File: config.mk
export PLATFORM = sky130hd
export DESIGN_NAME = fetch_stage
export DESIGN_NICKNAME = d
export VERILOG_FILES = /design/src/rtl/mips_fetch_pkg.sv /design/src/rtl/npc_calc.sv /design/src/rtl/fetch_stage.sv
export SDC_FILE = /design/constraint.sdc
export NUM_CORES = 1
export LEC_CHECK = 0
export CORE_MARGIN = 1.5
export CORE_UTILIZATION = 48
export CTS_BUF_LIST = sky130_fd_sc_hd__clkbuf_4 sky130_fd_sc_hd__clkbuf_8
export DETAILED_ROUTE_END_ITERATION = 8
export PLACE_DENSITY = 0.93
export REMOVE_ABC_BUFFERS = 1
export SLEW_MARGIN = 20
export SYNTH_ARGS = -nofsm -noshare
export SYNTH_HDL_FRONTEND = slang
export SYNTH_HIERARCHICAL = 1
export SYNTH_SLANG_ARGS = --single-unit
export TNS_END_PERCENT = 1
File: constraint.sdc
create_clock -name clk -period 4.15 [get_ports clk]
set_input_delay 0.6225 -clock clk [delete_from_list [all_inputs] [get_ports clk]]
set_output_delay 0.6225 -clock clk [all_outputs]
set_load 0.05 [all_outputs]
File: src/rtl/mips_fetch_pkg.sv
// Shared constants and types for the MIPS instruction-fetch stage.
package mips_fetch_pkg;

    localparam int          ADDR_W           = 32;
    localparam logic [31:0] RESET_PC_DEFAULT = 32'h0040_0000;

    typedef enum logic [1:0] {
        IDLE  = 2'd0,
        FETCH = 2'd1,
        ISSUE = 2'd2,
        HALT  = 2'd3
    } fetch_state_e;

    localparam logic [4:0] JT_J   = 5'b00001;
    localparam logic [4:0] JT_JR  = 5'b00010;
    localparam logic [4:0] JT_BNE = 5'b00100;
    localparam logic [4:0] JT_BEQ = 5'b01000;
    localparam logic [4:0] JT_SEQ = 5'b10000;

    function automatic logic [31:0] branch_offset(input logic [15:0] imm);
        return {{14{imm[15]}}, imm, 2'b00};
    endfunction

endpackage

File: src/rtl/npc_calc.sv
// Combinational next-PC selection and jr alignment check.
module npc_calc
    import mips_fetch_pkg::*;
(
    input  logic [ADDR_W-1:0] pc,
    input  logic [ADDR_W-1:0] pc_plus4,
    input  logic [25:0]       target_field,
    input  logic [4:0]        jump_type,
    input  logic              alu_zero,
    input  logic [31:0]       rs_data,
    output logic [ADDR_W-1:0] next_pc,
    output logic              align_err
);

    logic [ADDR_W-1:0] branch_target;

    assign branch_target = pc_plus4 + branch_offset(target_field[15:0]);

    always_comb begin
        next_pc   = pc_plus4;
        align_err = 1'b0;
        case (jump_type)
            JT_J:   next_pc = {pc_plus4[31:28], target_field, 2'b00};
            JT_JR: begin
                // a misaligned jr leaves pc where it is so the faulting address stays visible
                if (rs_data[1:0] != 2'b00) begin
                    align_err = 1'b1;
                    next_pc   = pc;
                end else begin
                    next_pc = rs_data;
                end
            end
            JT_BNE: if (!alu_zero) next_pc = branch_target;
            JT_BEQ: if (alu_zero)  next_pc = branch_target;
            default: next_pc = pc_plus4;
        endcase
    end

endmodule

File: src/rtl/fetch_stage.sv
// Instruction-fetch stage: PC register, imem request/ack handshake, held instruction.
//   state | meaning
//   IDLE  | one cycle after reset release
//   FETCH | imem_req high at pc, waiting for imem_ack
//   ISSUE | instruction held and valid, waiting for exec_done
//   HALT  | misaligned jr target seen; only reset leaves
module fetch_stage
    import mips_fetch_pkg::*;
#(
    parameter logic [31:0] RESET_PC = RESET_PC_DEFAULT
) (
    input  logic              clk,
    input  logic              rst,
    output logic              imem_req,
    output logic [ADDR_W-1:0] imem_addr,
    input  logic              imem_ack,
    input  logic [31:0]       imem_rdata,
    output logic [31:0]       instruction,
    output logic              inst_valid,
    output logic [ADDR_W-1:0] pc,
    output logic [ADDR_W-1:0] pc_plus4,
    input  logic [4:0]        jump_type,
    input  logic              alu_zero,
    input  logic [31:0]       rs_data,
    input  logic              exec_done,
    output logic              addr_err
);

    localparam logic [1:0] ST_IDLE  = IDLE;
    localparam logic [1:0] ST_FETCH = FETCH;
    localparam logic [1:0] ST_ISSUE = ISSUE;
    localparam logic [1:0] ST_HALT  = HALT;

    logic [1:0]        state;
    logic [ADDR_W-1:0] next_pc;
    logic              align_err;

    assign pc_plus4 = pc + 32'd4;

    npc_calc u_npc_calc (
        .pc           (pc),
        .pc_plus4     (pc_plus4),
        .target_field (instruction[25:0]),
        .jump_type    (jump_type),
        .alu_zero     (alu_zero),
        .rs_data      (rs_data),
        .next_pc      (next_pc),
        .align_err    (align_err)
    );

    always_ff @(posedge clk or posedge rst) begin
        if (rst) begin
            state       <= ST_IDLE;
            pc          <= RESET_PC;
            instruction <= 32'h0000_0000;
        end else begin
            case (state)
                ST_IDLE: state <= ST_FETCH;
                ST_FETCH: begin
                    if (imem_ack) begin
                        instruction <= imem_rdata;
                        state       <= ST_ISSUE;
                    end
                end
                ST_ISSUE: begin
                    if (exec_done) begin
                        if (align_err) begin
                            state <= ST_HALT;
                        end else begin
                            pc    <= next_pc;
                            state <= ST_FETCH;
                        end
                    end
                end
                default: state <= state;
            endcase
        end
    end

    // decoded straight from state so reset drops the request without waiting for a clock
    assign imem_req   = (state == ST_FETCH);
    assign imem_addr  = pc;
    assign inst_valid = (state == ST_ISSUE);
    assign addr_err   = (state == ST_HALT);

endmodule

==> metrics.txt, run 1 <==
Crit Path Class=reg -> reg; max_cap viols=0; placed cell count=1028; Tot GR Track Use=28.6%; Mapped Area=6080 um^2; Worst Slack Setup Final=0.178 ns; Die ar.=13400 um^2; fin cells=1044; core area=12200 um^2; Via-to-Cell Ratio=5.90; final WL=19.0 mm; Worst-path clk slew=0.07 ns; Hold Path Depth=1; setup bufs post-CTS=0; Clock Skews=0.0115 ns; pre-CTS setup slack=0.233 ns; share of layout cells above drive strength 1=13.0%; CTS sink cnt=66; CTS tree=yes; worst r2r dst=imem_addr[28]$_DFFE_PP0P_; Remaining Overflow, GRT=0; n_diodes=0; yosys warns=6; Async S/R FF share, synth=100%; FF-to-FF Start=imem_addr[8]$_DFFE_PP0P_; Yosys reg bits=66; # H-tree levels=3; die height=116 um; CTS root buffer=clkbuf_8; Clk Latency, worst-skew pair=0.37 ns; sequential area share after synthesis=27.2%; R2R depth=13; VDD IR-drop max=501 uV; Post-Syn Area per Cell=8.53 um^2; Worst EP arrival=4.23 ns; CP max FO=10; final setup vio count=0; Tmin final=3.97 ns; Hold Crit Endpoint=instruction[31]$_DFFE_PP0P_; Hold Startpoint=instruction[31]$_DFFE_PP0P_; area share of the largest cell type after synthesis=26.7%; FMAX=252 MHz; # resized after CTS=0; DP HPWL=13.7 mm; total number of vias=6164; most frequent cells in the layout=clkdlybuf4s50_1, nand2_1, dfrtp_1; internal reg-to-reg setup slack=0.18 ns; GPL Wtd Cong=0.947; Distinct cells, synth=57; standard-cell row count=40; Pleak=3.40 nW; port buffer count=204; worst rel slew slack=37.9%; hold buffer count at CTS=0; Final Cycle Share=95.7%; 1st-iter DRT viols=472; EDFF count, synth=0; commonest non-fill, non-tap cell in the layout=clkdlybuf4s50_1; Post-synth top flop=dfrtp_1; Slew Limit Fails=0; Syn-to-layout area delta=35.2%; DR WL/cell=18.2 um; # IOs=205; Fin Setup TNS=0 ns; Synth Instances=713; Post-DRT Antenna Nets=0; Synth area leaders=dfrtp_1, mux2_2, ha_1; utilization after layout=67.6%; WP data required=4.40 ns; final hold violation count=0; Final nets=979; largest area contributor in the netlist=dfrtp_1; Power Density=823 nW/um^2; total CTS buffers=9; TritonRoute pass-1 iters=5; Slew @ Worst Pin=0.929 ns; die width=116 um; vias in the first global route=5943; Filler cells=1007; setup repair after global routing missed its margin=false; DR DRC count=0; Worst Hold Class=reg -> reg; Startpoint Class=flip-flop; first-pass GRT wire length=29.8 mm; Starting Density=50.0%; initial antenna violation count=0; pin count of the biggest net entering global routing=67; clock buffer depth=2; CP endpoint kind=flip-flop; outcome=finished clean
cell families (layout without fill, tap and decap cells):
| logic type | Yosys count | count (layout) | share of synthesized area (%) |
|---|---|---|---|
| AOI/OAI and AO/OA | 186 | 186 | 20.0 |
| and+or+nand+nor | 220 | 220 | 17.7 |
| adders and majority gates | 34 | 34 | 7.12 |
| xor gates and xnor gates | 54 | 54 | 7.78 |
| muxes | 67 | 67 | 12.3 |
| buffers and inverters | 86 | 249 | 7.90 |
| DFF | 66 | 66 | 27.2 |
flip-flops by register name (all words and copies together), names as in the netlist:
name and flops:
imem_addr 32, instruction 32, state 2
metal layers:
metal / share of wire [%] / vias to the layer above / global-route usage [%] / routed length [um]
met5: 0 / - / 0 / 0
met2: 48 / 298 / 47.9 / 9200
met3: 7.4 / 43 / 7.22 / 1410
met4: 2.7 / 0 / 10.7 / 521
li1: - / 2890 / - / -
met1: 42 / 2933 / 35.5 / 7900
final cells by class:
cell class / instances / area (um^2) / area share, %
clock buffer: 14 / 180 / 2.19
multi-input combinational: 561 / 3960 / 48.2
inverter: 15 / 56.3 / 0.685
tap: 168 / 210 / 2.56
sequential: 66 / 1650 / 20.1
clock inverter: 2 / 10.0 / 0.122
timing repair buffer: 218 / 2150 / 26.1
synth_stat cells (16+ instances only):
| master | n |
|---|---|
| mux2_2 | 64 |
| nand3_1 | 21 |
| xor2_1 | 24 |
| o21ai_0 | 39 |
| nor3_1 | 16 |
| a221oi_1 | 28 |
| dfrtp_1 | 65 |
| ha_1 | 33 |
| clkbuf_1 | 25 |
| xnor2_1 | 30 |
| nand2_1 | 105 |
| a21oi_1 | 59 |
| nor2_1 | 22 |
| buf_4 | 38 |
power breakdown:
| part | switching (W) | internal [W] |
|---|---|---|
| Clock | 0.000261 | 0.000278 |
| Combinational | 0.00315 | 0.00182 |
| Sequential | 0.000357 | 0.000902 |
worst max path at each step:
| stage | startpoint | to | slack, ns | cells after the start |
|---|---|---|---|---|
| global route | imem_addr[8]$_DFFE_PP0P_ | imem_addr[28]$_DFFE_PP0P_ | 0.01 | 13 |
| CTS | imem_addr[12]$_DFFE_PP0P_ | imem_addr[28]$_DFFE_PP0P_ | 0.22 | 14 |
| global placement | imem_addr[12]$_DFFE_PP0P_ | imem_addr[28]$_DFFE_PP0P_ | 0.26 | 14 |
| finish | imem_addr[8]$_DFFE_PP0P_ | imem_addr[28]$_DFFE_PP0P_ | 0.18 | 13 |
| detailed placement | imem_addr[8]$_DFFE_PP0P_ | imem_addr[28]$_DFFE_PP0P_ | 0.23 | 13 |
| floorplan | imem_addr[4]$_DFFE_PP0P_ | imem_addr[28]$_DFFE_PP0P_ | -0.81 | 12 |
stage by stage:
| step | cell area (um^2) | total power [W] | hold slack, ns |
|---|---|---|---|
| after global placement | 8020 | 0.00611 | 0.486 |
| final | 8220 | 0.00677 | 0.511 |
| after floorplan | 5660 | 0.00466 | 0.555 |
| after CTS | 8210 | 0.00674 | 0.514 |
| after global routing | 8220 | 0.00715 | 0.531 |
| after detailed placement | 8020 | 0.00617 | 0.497 |
worst max-delay path, cell delays in order, from the launching register on:
cell     delay [ns]
dfrtp_1        0.55
inv_1          0.13
nor4_2         0.65
and3_1         0.26
xor2_1         0.28
ha_1           0.36
nand4_1        0.13
or2_2          0.20
nor2_1         0.06
a211o_2        0.37
a31oi_2        0.21
xnor2_1        0.10
a221o_1        0.30
mux2_2         0.26
(Power assumes the default switching activity.)
==> inputs of run 2 (changes only) <==
--- a/config.mk
+++ b/config.mk
@@ -6,12 +6,11 @@
 export NUM_CORES = 1
 export LEC_CHECK = 0
 export CORE_MARGIN = 1.5
-export CORE_UTILIZATION = 48
+export CORE_UTILIZATION = 43
 export CTS_BUF_LIST = sky130_fd_sc_hd__clkbuf_4 sky130_fd_sc_hd__clkbuf_8
 export DETAILED_ROUTE_END_ITERATION = 8
-export PLACE_DENSITY = 0.93
+export PLACE_DENSITY = 0.88
 export REMOVE_ABC_BUFFERS = 1
-export SLEW_MARGIN = 20
 export SYNTH_ARGS = -nofsm -noshare
 export SYNTH_HDL_FRONTEND = slang
 export SYNTH_HIERARCHICAL = 1
==> constraint.sdc (replaced) <==
create_clock -name clk -period 3.3 [get_ports clk]
set_input_delay 0.495 -clock clk [delete_from_list [all_inputs] [get_ports clk]]
set_output_delay 0.495 -clock clk [all_outputs]
set_load 0.05 [all_outputs]
==> metrics.txt, run 2 (same netlist as run 1, synthesis figures left out) <==
outcome=complete, but fails checks (was finished clean); failing checks=negative setup slack; Clock Skews=0.00983 ns (was 0.0115 ns); # IOs=205 (unchanged); VDD IR-drop max=608 uV (was 501 uV); die height=122 um (was 116 um); Via-to-Cell Ratio=5.79 (was 5.90); 1st-iter DRT viols=462 (was 472); CTS tree=yes (unchanged); TritonRoute pass-1 iters=6 (was 5); Worst Hold Class=reg -> reg (unchanged); hold_ws=0.513 ns (was 0.511 ns); Worst EP arrival=3.74 ns (was 4.23 ns); GPL Wtd Cong=0.972 (was 0.947); CP max FO=5 (was 10); Tot GR Track Use=29.4% (was 28.6%); DP HPWL=16.5 mm (was 13.7 mm); Final Cycle Share=105% (was 95.7%); Worst-path clk slew=0.08 ns (was 0.07 ns); standard-cell row count=43 (was 40); Final nets=1116 (was 979); initial antenna violation count=0 (unchanged); first-pass GRT wire length=34.3 mm (was 29.8 mm); gr busiest metal=met2 (unchanged); WP data required=3.57 ns (was 4.40 ns); most frequent cells in the layout=clkdlybuf4s50_1, buf_4, nand2_1 (was clkdlybuf4s50_1, nand2_1, dfrtp_1); Slew @ Worst Pin=0.869 ns (was 0.929 ns); Filler cells=1049 (was 1007); n_diodes=0 (unchanged); Tmin final=3.47 ns (was 3.97 ns); share of layout cells above drive strength 1=32.0% (was 13.0%); max_cap viols=0 (unchanged); vias in the first global route=6773 (was 5943); worst rel slew slack=41.8% (was 37.9%); final WL=22.5 mm (was 19.0 mm); final setup vio count=12 (was 0); CP endpoint kind=flip-flop (unchanged); FMAX=288 MHz (was 252 MHz); setup repair after global routing missed its margin=true (was false); Final Power=0.00994 W (was 0.00677 W); pin count of the biggest net entering global routing=41 (was 67); Post-DRT Antenna Nets=0 (unchanged); Register Area=1650 um^2 (unchanged); DR DRC count=0 (unchanged); # H-tree levels=3 (unchanged); Starting Density=44.0% (was 50.0%); core area=13800 um^2 (was 12200 um^2); clock buffer depth=2 (unchanged); placed cell count=1157 (was 1028); Startpoint Class=flip-flop (unchanged); total CTS buffers=9 (unchanged); die width=122 um (was 116 um); Pleak=4.29 nW (was 3.40 nW); Die ar.=14900 um^2 (was 13400 um^2); area of the multi-input gates=4340 um^2 (was 3960 um^2); met3 Resource Use GR=5.81% (was 7.22%); total number of vias=6907 (was 6164); DR WL/cell=18.8 um (was 18.2 um); fin cells=1193 (was 1044); met2 Track Usage GR=49.3% (was 47.9%); met1 GRT Util=37.3% (was 35.5%); Worst Slack Setup Final=-0.169 ns (was 0.178 ns); hold buffer count at CTS=0 (unchanged); Power Density=1030 nW/um^2 (was 823 nW/um^2); CTS root buffer=clkbuf_8 (unchanged); Slew Limit Fails=0 (unchanged); pre-CTS setup slack=-0.153 ns (was 0.233 ns); Syn-to-layout area delta=57.9% (was 35.2%); port buffer count=204 (unchanged); final hold violation count=0 (unchanged); Remaining Overflow, GRT=0 (unchanged); commonest non-fill, non-tap cell in the layout=clkdlybuf4s50_1 (unchanged); CTS sink cnt=66 (unchanged); Crit Path Class=reg -> reg (unchanged); Clk Latency, worst-skew pair=0.38 ns (was 0.37 ns)
==> run 2: cell types whose count changed in the layout (fill, tap and decap cells not counted), sizes merged <==
cell,change
clkbuf,-1
clkinv,+1
buf,+158
clkdlybuf4s50,-21
==> run 2: report_power, final <==
group	switching, W	internal [W]
Combinational	0.00455	0.00323
Clock	0.000345	0.000315
Sequential	0.000352	0.00114
==> run 2: final timing paths <==
kind / to / depth (start not counted) / slack, ns / from
worst min register to register: instruction[29]$_DFFE_PP0P_ / 1 / 0.51 / instruction[29]$_DFFE_PP0P_
worst max-delay path: imem_addr[28]$_DFFE_PP0P_ / 14 / -0.17 / imem_addr[2]$_DFFE_PP0P_
max in group asynchronous: imem_addr[1]$_DFFE_PP0P_ / 3 / 2.10 / rst
min in group asynchronous: instruction[28]$_DFFE_PP0P_ / 2 / 0.53 / rst
worst max register to register: imem_addr[28]$_DFFE_PP0P_ / 14 / -0.17 / imem_addr[2]$_DFFE_PP0P_
worst min-delay path: instruction[29]$_DFFE_PP0P_ / 1 / 0.51 / instruction[29]$_DFFE_PP0P_
==> run 2: layout make-up <==
type / count / area share (%)
inverter: 15 / 0.586
timing repair buffer: 355 / 32.9
multi-input combinational: 561 / 45.2
sequential: 66 / 17.2
clock inverter: 3 / 0.156
tap: 180 / 2.35
clock buffer: 13 / 1.67
==> run 2: metrics by stage <==
step / util [%] / TNS [ns] / area, um^2
after floorplan: - / -30.60 / 5660
after global placement: 64.3 / -0.741 / 8890
after detailed placement: 64.3 / -1.16 / 8890
after CTS: 66.8 / -0.216 / 9230
after global routing: 69.4 / -3.18 / 9600
final: 69.4 / -1.02 / 9600
==> run 2: timing repair <==
| action | CTS | global route |
|---|---|---|
| resized for setup | 26 | 54 |
| endpoints found under the setup margin | 15 | 19 |
| setup buffers | 7 | 13 |
| pin swaps | 9 | 25 |
==> run 2: per-layer routing <==
layer | up-vias | part of all wire, %
li1 | 3156 | -
met1 | 3318 | 41
met2 | 374 | 48
met3 | 59 | 8.3
met4 | 0 | 2.8
met5 | - | 0
==> run 2: critical path, stage by stage (launching register included) <==
cell      delay (ns)
dfrtp_1         0.39
buf_4           0.13
buf_4           0.09
buf_4           0.13
inv_1           0.08
ha_1            0.26
fa_2            0.40
a211oi_2        0.25
o21bai_1        0.14
a211o_1         0.35
a211o_4         0.37
a31oi_2         0.15
xnor2_1         0.08
a221o_1         0.28
mux2_2          0.25
==> inputs of run 3 (changes only) <==
--- a/config.mk
+++ b/config.mk
@@ -11,6 +11,7 @@
 export DETAILED_ROUTE_END_ITERATION = 8
 export PLACE_DENSITY = 0.88
 export REMOVE_ABC_BUFFERS = 1
+export SKIP_LAST_GASP = 1
 export SYNTH_ARGS = -nofsm -noshare
 export SYNTH_HDL_FRONTEND = slang
 export SYNTH_HIERARCHICAL = 1
==> metrics.txt, run 3 (same netlist as run 1, synthesis figures left out) <==
share of layout cells above drive strength 1=32.6% (was 32.0%); DR WL/cell=19.0 um (was 18.8 um); Via-to-Cell Ratio=5.80 (was 5.79); Die ar.=14900 um^2 (unchanged); commonest non-fill, non-tap cell in the layout=clkdlybuf4s50_1 (unchanged); Syn-to-layout area delta=59.4% (was 57.9%); hold_ws=0.513 ns (about the same); Final Cycle Share=103% (was 105%); CTS tree=yes (unchanged); standard-cell row count=43 (unchanged); 1st-iter DRT viols=572 (was 462); max_cap viols=0 (unchanged); outcome=complete, but fails checks (unchanged); total number of vias=6944 (was 6907); Final Power=0.0100 W (was 0.00994 W); TritonRoute pass-1 iters=6 (unchanged); DR DRC count=0 (unchanged); Worst EP arrival=3.66 ns (was 3.74 ns); final WL=22.8 mm (was 22.5 mm); final hold violation count=0 (unchanged); Remaining Overflow, GRT=0 (unchanged); CP max FO=6 (was 5); # IOs=205 (unchanged); CTS root buffer=clkbuf_8 (unchanged); Tot GR Track Use=29.4% (about the same); worst rel slew slack=40.2% (was 41.8%); # H-tree levels=3 (unchanged); Worst path slowest cell=dfrtp_1 (was fa_2); port buffer count=204 (unchanged); final setup vio count=12 (unchanged); Power Density=1040 nW/um^2 (was 1030 nW/um^2); internal reg-to-reg setup slack=-0.11 ns (was -0.17 ns); Crit Path Class=reg -> reg (unchanged); utilization after layout=70.1% (was 69.4%); pre-CTS setup slack=-0.153 ns (unchanged); Cell Chain, Critical Path=and4_4, buf_4, nand4_4, nor3_4, xor2_2, ha_4, and2_1, a221oi_2, nand2_1, a21boi_1, o211a_1, mux2i_1, nand3_1, mux2_2 (was buf_4, buf_4, buf_4, inv_1, ha_1, fa_2, a211oi_2, o21bai_1, a211o_1, a211o_4, a31oi_2, xnor2_1, a221o_1, mux2_2); Filler cells=1047 (was 1049); hold buffer count at CTS=0 (unchanged); VDD IR-drop max=612 uV (was 608 uV); DP HPWL=16.5 mm (unchanged); Pleak=4.30 nW (was 4.29 nW); Startpoint Class=flip-flop (unchanged); failing checks=negative setup slack (unchanged); Tmin final=3.41 ns (was 3.47 ns); Worst-path clk slew=0.07 ns (was 0.08 ns); CP endpoint kind=flip-flop (unchanged); die height=122 um (unchanged); vias in the first global route=6778 (was 6773); Worst Slack Setup Final=-0.105 ns (was -0.169 ns); Post-DRT Antenna Nets=0 (unchanged); Clk Latency, worst-skew pair=0.38 ns (about the same); CTS sink cnt=66 (unchanged); first-pass GRT wire length=34.3 mm (about the same); FMAX=294 MHz (was 288 MHz); total CTS buffers=9 (unchanged); Final nets=1121 (was 1116); Clock Skews=0.0121 ns (was 0.00983 ns); GPL Wtd Cong=0.972 (unchanged); pin count of the biggest net entering global routing=41 (unchanged); Worst Hold Class=reg -> reg (unchanged); initial antenna violation count=0 (unchanged); Worst path max stage delay=0.41 ns (was 0.40 ns); setup repair after global routing missed its margin=true (unchanged); die width=122 um (unchanged); n_diodes=0 (unchanged); Starting Density=44.0% (unchanged); WP data required=3.56 ns (was 3.57 ns); clock buffer depth=2 (unchanged); core area=13800 um^2 (unchanged); Slew Limit Fails=0 (unchanged); Slew @ Worst Pin=0.894 ns (was 0.869 ns); most frequent cells in the layout=clkdlybuf4s50_1, buf_4, nand2_1 (unchanged)
## run 3: changes by cell type in the layout (fill, tap and decap cells not counted), sizes merged
cell  previous run  this run
buf            172       177
## run 3: path summary, 6_finish.rpt
| kind | from | endpoint | cells past startpoint |
|---|---|---|---|
| hold reg to reg | instruction[26]$_DFFE_PP0P_ | instruction[26]$_DFFE_PP0P_ | 1 |
| max in group asynchronous | rst | imem_addr[1]$_DFFE_PP0P_ | 3 |
| min in group asynchronous | rst | instruction[28]$_DFFE_PP0P_ | 2 |
| hold / removal | instruction[26]$_DFFE_PP0P_ | instruction[26]$_DFFE_PP0P_ | 1 |
| setup reg to reg | imem_addr[4]$_DFFE_PP0P_ | imem_addr[31]$_DFFE_PP0P_ | 14 |
| setup / recovery | imem_addr[4]$_DFFE_PP0P_ | imem_addr[31]$_DFFE_PP0P_ | 14 |
## run 3: area by class of cell
| class | instances | area (um^2) | share of cell area [%] |
|---|---|---|---|
| clock inverter | 3 | 15.0 | 0.155 |
| sequential | 66 | 1650 | 17.1 |
| tap | 180 | 225 | 2.32 |
| inverter | 15 | 56.3 | 0.581 |
| multi-input combinational | 561 | 4400 | 45.4 |
| timing repair buffer | 360 | 3190 | 32.9 |
| clock buffer | 13 | 160 | 1.65 |
## run 3: metrics by stage
step                      instances  setup TNS, ns  area, um^2
final                          1198         -0.709        9690
after global routing           1198          -2.75        9690
after CTS                      1180         -0.322        9200
after detailed placement       1157          -1.16        8890
after global placement         1157         -0.741        8890
after floorplan                 642         -30.60        5660
## run 3: where the power goes
group | total (W) | internal [W] | switching, W
Combinational | 0.00787 | 0.00330 | 0.00457
Clock | 0.000663 | 0.000315 | 0.000347
Sequential | 0.00150 | 0.00114 | 0.000363
Total | 0.0100 | 0.00476 | 0.00528
## run 3: layer usage
metal  wire, um  vias up  GRT usage [%]
met1       9550     3381           37.4
met3       1580       54           5.81
met4        629        0           11.4
li1           -     3167              -
met5          0        -              0
met2      11000      342           49.1
## run 3: timing repair
item / in CTS / in global routing
pin swaps: 9 / 33
resized for setup: 20 / 64
endpoints found under the setup margin: 15 / 18
cloned: 0 / 0
buffers inserted: 7 / 18
## run 3: critical path, delay by kind of cell (launching register included)
family | cells | cell delay [ns]
flops | 1 | 0.41
mux | 2 | 0.50
simple gates | 6 | 1.10
xor+xnor | 1 | 0.23
buf+inv | 1 | 0.12
compound gates | 3 | 0.67
fa+ha+maj | 1 | 0.24
==> edit 1, RTL diff (settings of run 1) <==
Make the reset (`rst`) synchronous in one clocked block.
--- a/src/rtl/fetch_stage.sv
+++ b/src/rtl/fetch_stage.sv
@@ -48,7 +48,7 @@
         .align_err    (align_err)
     );
 
-    always_ff @(posedge clk or posedge rst) begin
+    always_ff @(posedge clk) begin
         if (rst) begin
             state       <= ST_IDLE;
             pc          <= RESET_PC;
Function: differs if rst is asserted again (counterexample within 4 cycles, from zero or initial values and one cycle with rst high); with rst held inactive, the same outputs for 4 cycles.
==> edit 1 against run 1 <==
Worst setup slack better by 94 ps. Highest routed layer unchanged. Design area is 3.8% lower. Area after synthesis is 4.2% lower. Fmax is 2.4% higher. Sequential cell count stayed put. Wire length is 2.7% higher. Critical path depth is 3 higher. Critical endpoint is now imem_addr[31]$_SDFFE_PP0P_. Hold slack worse by 58 ps.
Power is left out: it rests on default switching activity, and per cell area and clock period it moved more than threefold.
==> edit 1: results (changes against run 1) <==
Global routing
  • Vias in the first global route: 6,349 (was 5,943)
  • First-pass GRT wire length: 31,510 um (was 29,780 um)
  • Tot GR Track Use: 30.09% (was 28.56%)

Detailed routing
  • Drt initial violations: 629 (was 472)
  • Routed vias/inst: 5.935 (was 5.904)
  • Wire per inst: 17.10 um (was 18.23 um)

Yosys
  • Mapped Cells: 847 (was 713)
  • Register area share after synthesis: 22.68% (was 27.18%)
  • XOR/XNOR share of the synthesized area: 8.117% (was 7.778%)
  • Compound-cell area share of the yosys netlist: 26.24% (was 20.00%)
  • Synth cell count leaders: nand2_1 (233), a21oi_1 (121), dfxtp_1 (66), clkbuf_1 (48), xnor2_1 (40) (was nand2_1 (105), dfrtp_1 (65), mux2_2 (64), a21oi_1 (59), o21ai_0 (39))
  • Fraction of synthesized area in multiplexers: 0.6871% (was 12.35%)
  • Count of cell types in the netlist: 54 (was 57)
  • Synth top area cells: dfxtp_1 (23%), nand2_1 (15%), a21oi_1 (10%) (was dfrtp_1 (27%), mux2_2 (12%), ha_1 (6.8%))
  • Synth Area in Adders: 7.430% (was 7.119%)

Placed design
  • Placement Setup Slack: 369.7 ps (was 233.2 ps)
  • RD Place Congestion: 0.9476 (was 0.9469)
  • DP Wirelength: 13,950 um (was 13,720 um)
  • Port-buffer cells: 204 (unchanged)

Worst setup path
  • CP max stage delay: 450 ps (was 650 ps)
  • CP top delay family: compound AO/OA/AOI/OAI gates (was simple AND/OR/NAND/NOR gates)
  • Critical path arrival: 4090 ps (was 4230 ps)
  • CP Max Fanout: 8 (was 10)
  • Slowest cell on crit path: dfxtp_1 (was nor4_2)

Run status
  • Status: finished, final reports clean (unchanged)

Layout
  • Filler cell count: 1,059 (was 1,007)

Min path
  • Hold Crit Depth: 2 (was 1)

STA
  • Worst relative slew slack: 35.66% (was 37.91%)
  • Final Skew: 12.15 ps (was 11.51 ps)
## edit 1: path summary, 6_finish.rpt
check                               start                      endpoint  slack (ps)
max             imem_addr[3]$_SDFFE_PP0P_    imem_addr[31]$_SDFFE_PP0P_         270
max reg2reg     imem_addr[3]$_SDFFE_PP0P_    imem_addr[31]$_SDFFE_PP0P_         270
min          instruction[26]$_SDFFE_PP0P_  instruction[26]$_SDFFE_PP0P_         450
min reg2reg  instruction[26]$_SDFFE_PP0P_  instruction[26]$_SDFFE_PP0P_         450
## edit 1: cell type report
class,count,area share (%)
multi-input cells,683,50.63
well taps,147,2.325
clock inverters,2,0.4429
flip-flops and latches,66,16.70
repair buffers,218,27.08
inverters,13,0.6169
clock buffers,14,2.199
## edit 1: layer usage
layer,part of all wire [%],global-route usage [%]
met2,47,49.94
met1,42,38.55
met5,0,0
met4,3.1,13.25
met3,7.5,4.928
## edit 1: cell families after synthesis
kind of cell | count (synthesis)
and+or+nand+nor | 343
AOI/OAI and AO/OA | 248
buffers and inverters | 98
DFF | 66
xor gates and xnor gates | 54
adders and majority gates | 34
muxes | 4
## edit 1: worst min-delay path: cells and delay by family (launching register included)
family           cells  cell delay (ps)
AO/OA/AOI/OAI        1               50
flip-flops           1              310
AND/OR/NAND/NOR      1               50
## edit 1: metrics by stage
stage | setup TNS, ps | cell area, sq um
6_report | 0 | 7910
5_1_grt | 0 | 7910
4_1_cts | 0 | 7910
3_5_place_dp | 0 | 7701
3_3_place_gp | 0 | 7701
2_1_floorplan | -11640 | 5365
==> edit 2, RTL diff (flow settings as in run 1) <==
Made on the original files. Put a register stage on the output `addr_err`, cleared by the reset. The value now appears one clock later. The other outputs are not delayed to match.
--- a/src/rtl/fetch_stage.sv
+++ b/src/rtl/fetch_stage.sv
@@ -81,7 +81,13 @@
     assign imem_req   = (state == ST_FETCH);
     assign imem_addr  = pc;
     assign inst_valid = (state == ST_ISSUE);
-    assign addr_err   = (state == ST_HALT);
+    always_ff @(posedge clk or posedge rst) begin
+        if (rst) begin
+            addr_err <= '0;
+        end else begin
+            addr_err <= (state == ST_HALT);
+        end
+    end
 
 endmodule
 
Behaviour: not the same (Yosys sat finds a counterexample within 4 cycles, from zero or initial values and one cycle with rst high).
==> edit 2 against run 1 <==
Clock power shrank 7.2%. Worst setup slack improved by 81 ps. Sequential cell count rose by 1. Critical path type unchanged. Largest power group unchanged. Count of clock-buffer cells in the layout shrank 1. Wire length rose by 1.2%. Design area is essentially flat. Area after synthesis up 0.41%. Critical endpoint unchanged. Core utilization fell by 1.9 points. Power down 0.44%.
==> edit 2: results (changes against run 1) <==
STA
  • Worst relative slew slack: 37.93% (was 37.91%)
  • Final Skew: 12.74 ps (was 11.51 ps)

Global routing
  • Initial antenna violation count: 0 (unchanged)
  • Vias in the first global route: 5,929 (was 5,943)
  • Tot GR Track Use: 28.94% (was 28.56%)
  • Largest net degree at the start of global routing: 33 (was 67)
  • First-pass GRT wire length: 30,300 um (was 29,780 um)

Worst setup path
  • RR Endpoint: imem_addr[28]$_DFFE_PP0P_ (unchanged)
  • CP top delay family: compound AO/OA/AOI/OAI gates (was simple AND/OR/NAND/NOR gates)
  • R2r setup slk: 260 ps (was 180 ps)
  • CP max stage delay: 440 ps (was 650 ps)
  • Cells on worst reg2reg path: 13 (unchanged)
  • CP Max Fanout: 7 (was 10)
  • Critical path arrival: 4150 ps (was 4230 ps)
  • Slowest cell on crit path: dfrtp_1 (was nor4_2)
  • Launch point of the worst reg-to-reg path: imem_addr[3]$_DFFE_PP0P_ (was imem_addr[8]$_DFFE_PP0P_)

Clock tree
  • Clock buffer depth: 2 (unchanged)
  • Number of H-tree levels: 3 (unchanged)
  • Clock buffer count from CTS: 9 (unchanged)
  • CTS resizes: 0 (unchanged)
  • Clock transition at path regs: ~80 ps

Pwr
  • Static leakage: 0.003399 uW (about the same)
  • Peak VDD IR: 442.1 uV (was 501.1 uV)

Run status
  • Status: finished, final reports clean (unchanged)

Yosys
  • Synth cell count leaders: nand2_1 (105), dfrtp_1 (66), mux2_2 (64), a21oi_1 (59), o21ai_0 (39) (was nand2_1 (105), dfrtp_1 (65), mux2_2 (64), a21oi_1 (59), o21ai_0 (39))
  • Register area share after synthesis: 27.48% (was 27.18%)
  • Mapped Cells: 714 (was 713)
  • Synth top area cells: dfrtp_1 (27%), mux2_2 (12%), ha_1 (6.8%) (unchanged)
  • Yosys warning count: 6 (unchanged)

Min path
  • Hold_sp: instruction[28]$_DFFE_PP0P_ (was instruction[31]$_DFFE_PP0P_)
  • End of the worst hold path: instruction[28]$_DFFE_PP0P_ (was instruction[31]$_DFFE_PP0P_)

Placed design
  • Post-Place Cells: 1,034 (was 1,028)
  • DP Wirelength: 14,190 um (was 13,720 um)
  • RD Place Congestion: 0.9569 (was 0.9469)
  • Post-Place Cell Area: 8061 sq um (was 8024 sq um)

Layout
  • Final net count: 981 (was 979)
  • Share of post-route cells with drive strength above 1: 12.69% (was 13.01%)

Detailed routing
  • Vias: 6,166 (was 6,164)
  • TritonRoute pass-1 iters: 5 (unchanged)
  • Detailed Route WL: 19,250 um (was 19,030 um)
  • Routed vias/inst: 5.889 (was 5.904)
  • Drt initial violations: 541 (was 472)
edit 2: cell count changes after synthesis, sizes merged:
| cell | run 1 | this run |
|---|---|---|
| dfrtp | 65 | 66 |
edit 2: worst max-delay path by stage:
stage	start	slack, ps	cells after the start	end
floorplan	imem_addr[4]$_DFFE_PP0P_	-810	12	imem_addr[28]$_DFFE_PP0P_
global placement	imem_addr[3]$_DFFE_PP0P_	390	13	imem_addr[28]$_DFFE_PP0P_
detailed placement	imem_addr[3]$_DFFE_PP0P_	320	13	imem_addr[28]$_DFFE_PP0P_
CTS	imem_addr[3]$_DFFE_PP0P_	310	13	imem_addr[28]$_DFFE_PP0P_
global route	imem_addr[11]$_DFFE_PP0P_	70	13	imem_addr[31]$_DFFE_PP0P_
finish	imem_addr[3]$_DFFE_PP0P_	260	13	imem_addr[28]$_DFFE_PP0P_
edit 2: area by class of cell:
class / instances / area (sq um)
Sequential cell: 67 / 1678
Clock buffer: 13 / 160.2
Fill cell: 1051 / 4295
Multi-Input combinational cell: 561 / 3958
Inverter: 15 / 56.30
Timing Repair Buffer: 219 / 2155
Tap cell: 172 / 215.2
edit 2: cells by family after synthesis:
logic type	share of synthesized area, %
DFF	27.48
AOI/OAI and AO/OA	19.92
muxes	12.30
and+or+nand+nor	17.60
buffers and inverters	7.869
xor gates and xnor gates	7.746
adders and majority gates	7.090
edit 2: report_power, final:
group          switching, uW  internal (uW)  leakage, uW
sequential               363            915     0.000846
clock                    256            244    0.0000857
combinational           3140           1820      0.00247
edit 2: metal layers:
layer,GRT usage [%],part of all wire [%],vias to the layer above
met5,0,0,-
met4,12.68,2.5,0
met3,5.649,7.8,37
met2,47.02,48,315
met1,37.54,42,2925
li1,-,-,2889
edit 2: stage by stage:
stage / utilization, % / hold WS, ps / setup TNS [ps] / setup slack [ps]
after floorplan: - / 535.8 / -9418 / -806.4
after global placement: 64.40 / 486.9 / 0 / 387.0
after detailed placement: 64.40 / 497.6 / 0 / 320.7
after CTS: 65.68 / 513.5 / 0 / 307.9
after global routing: 65.68 / 528.2 / 0 / 65.35
final: 65.68 / 509.2 / 0 / 258.5
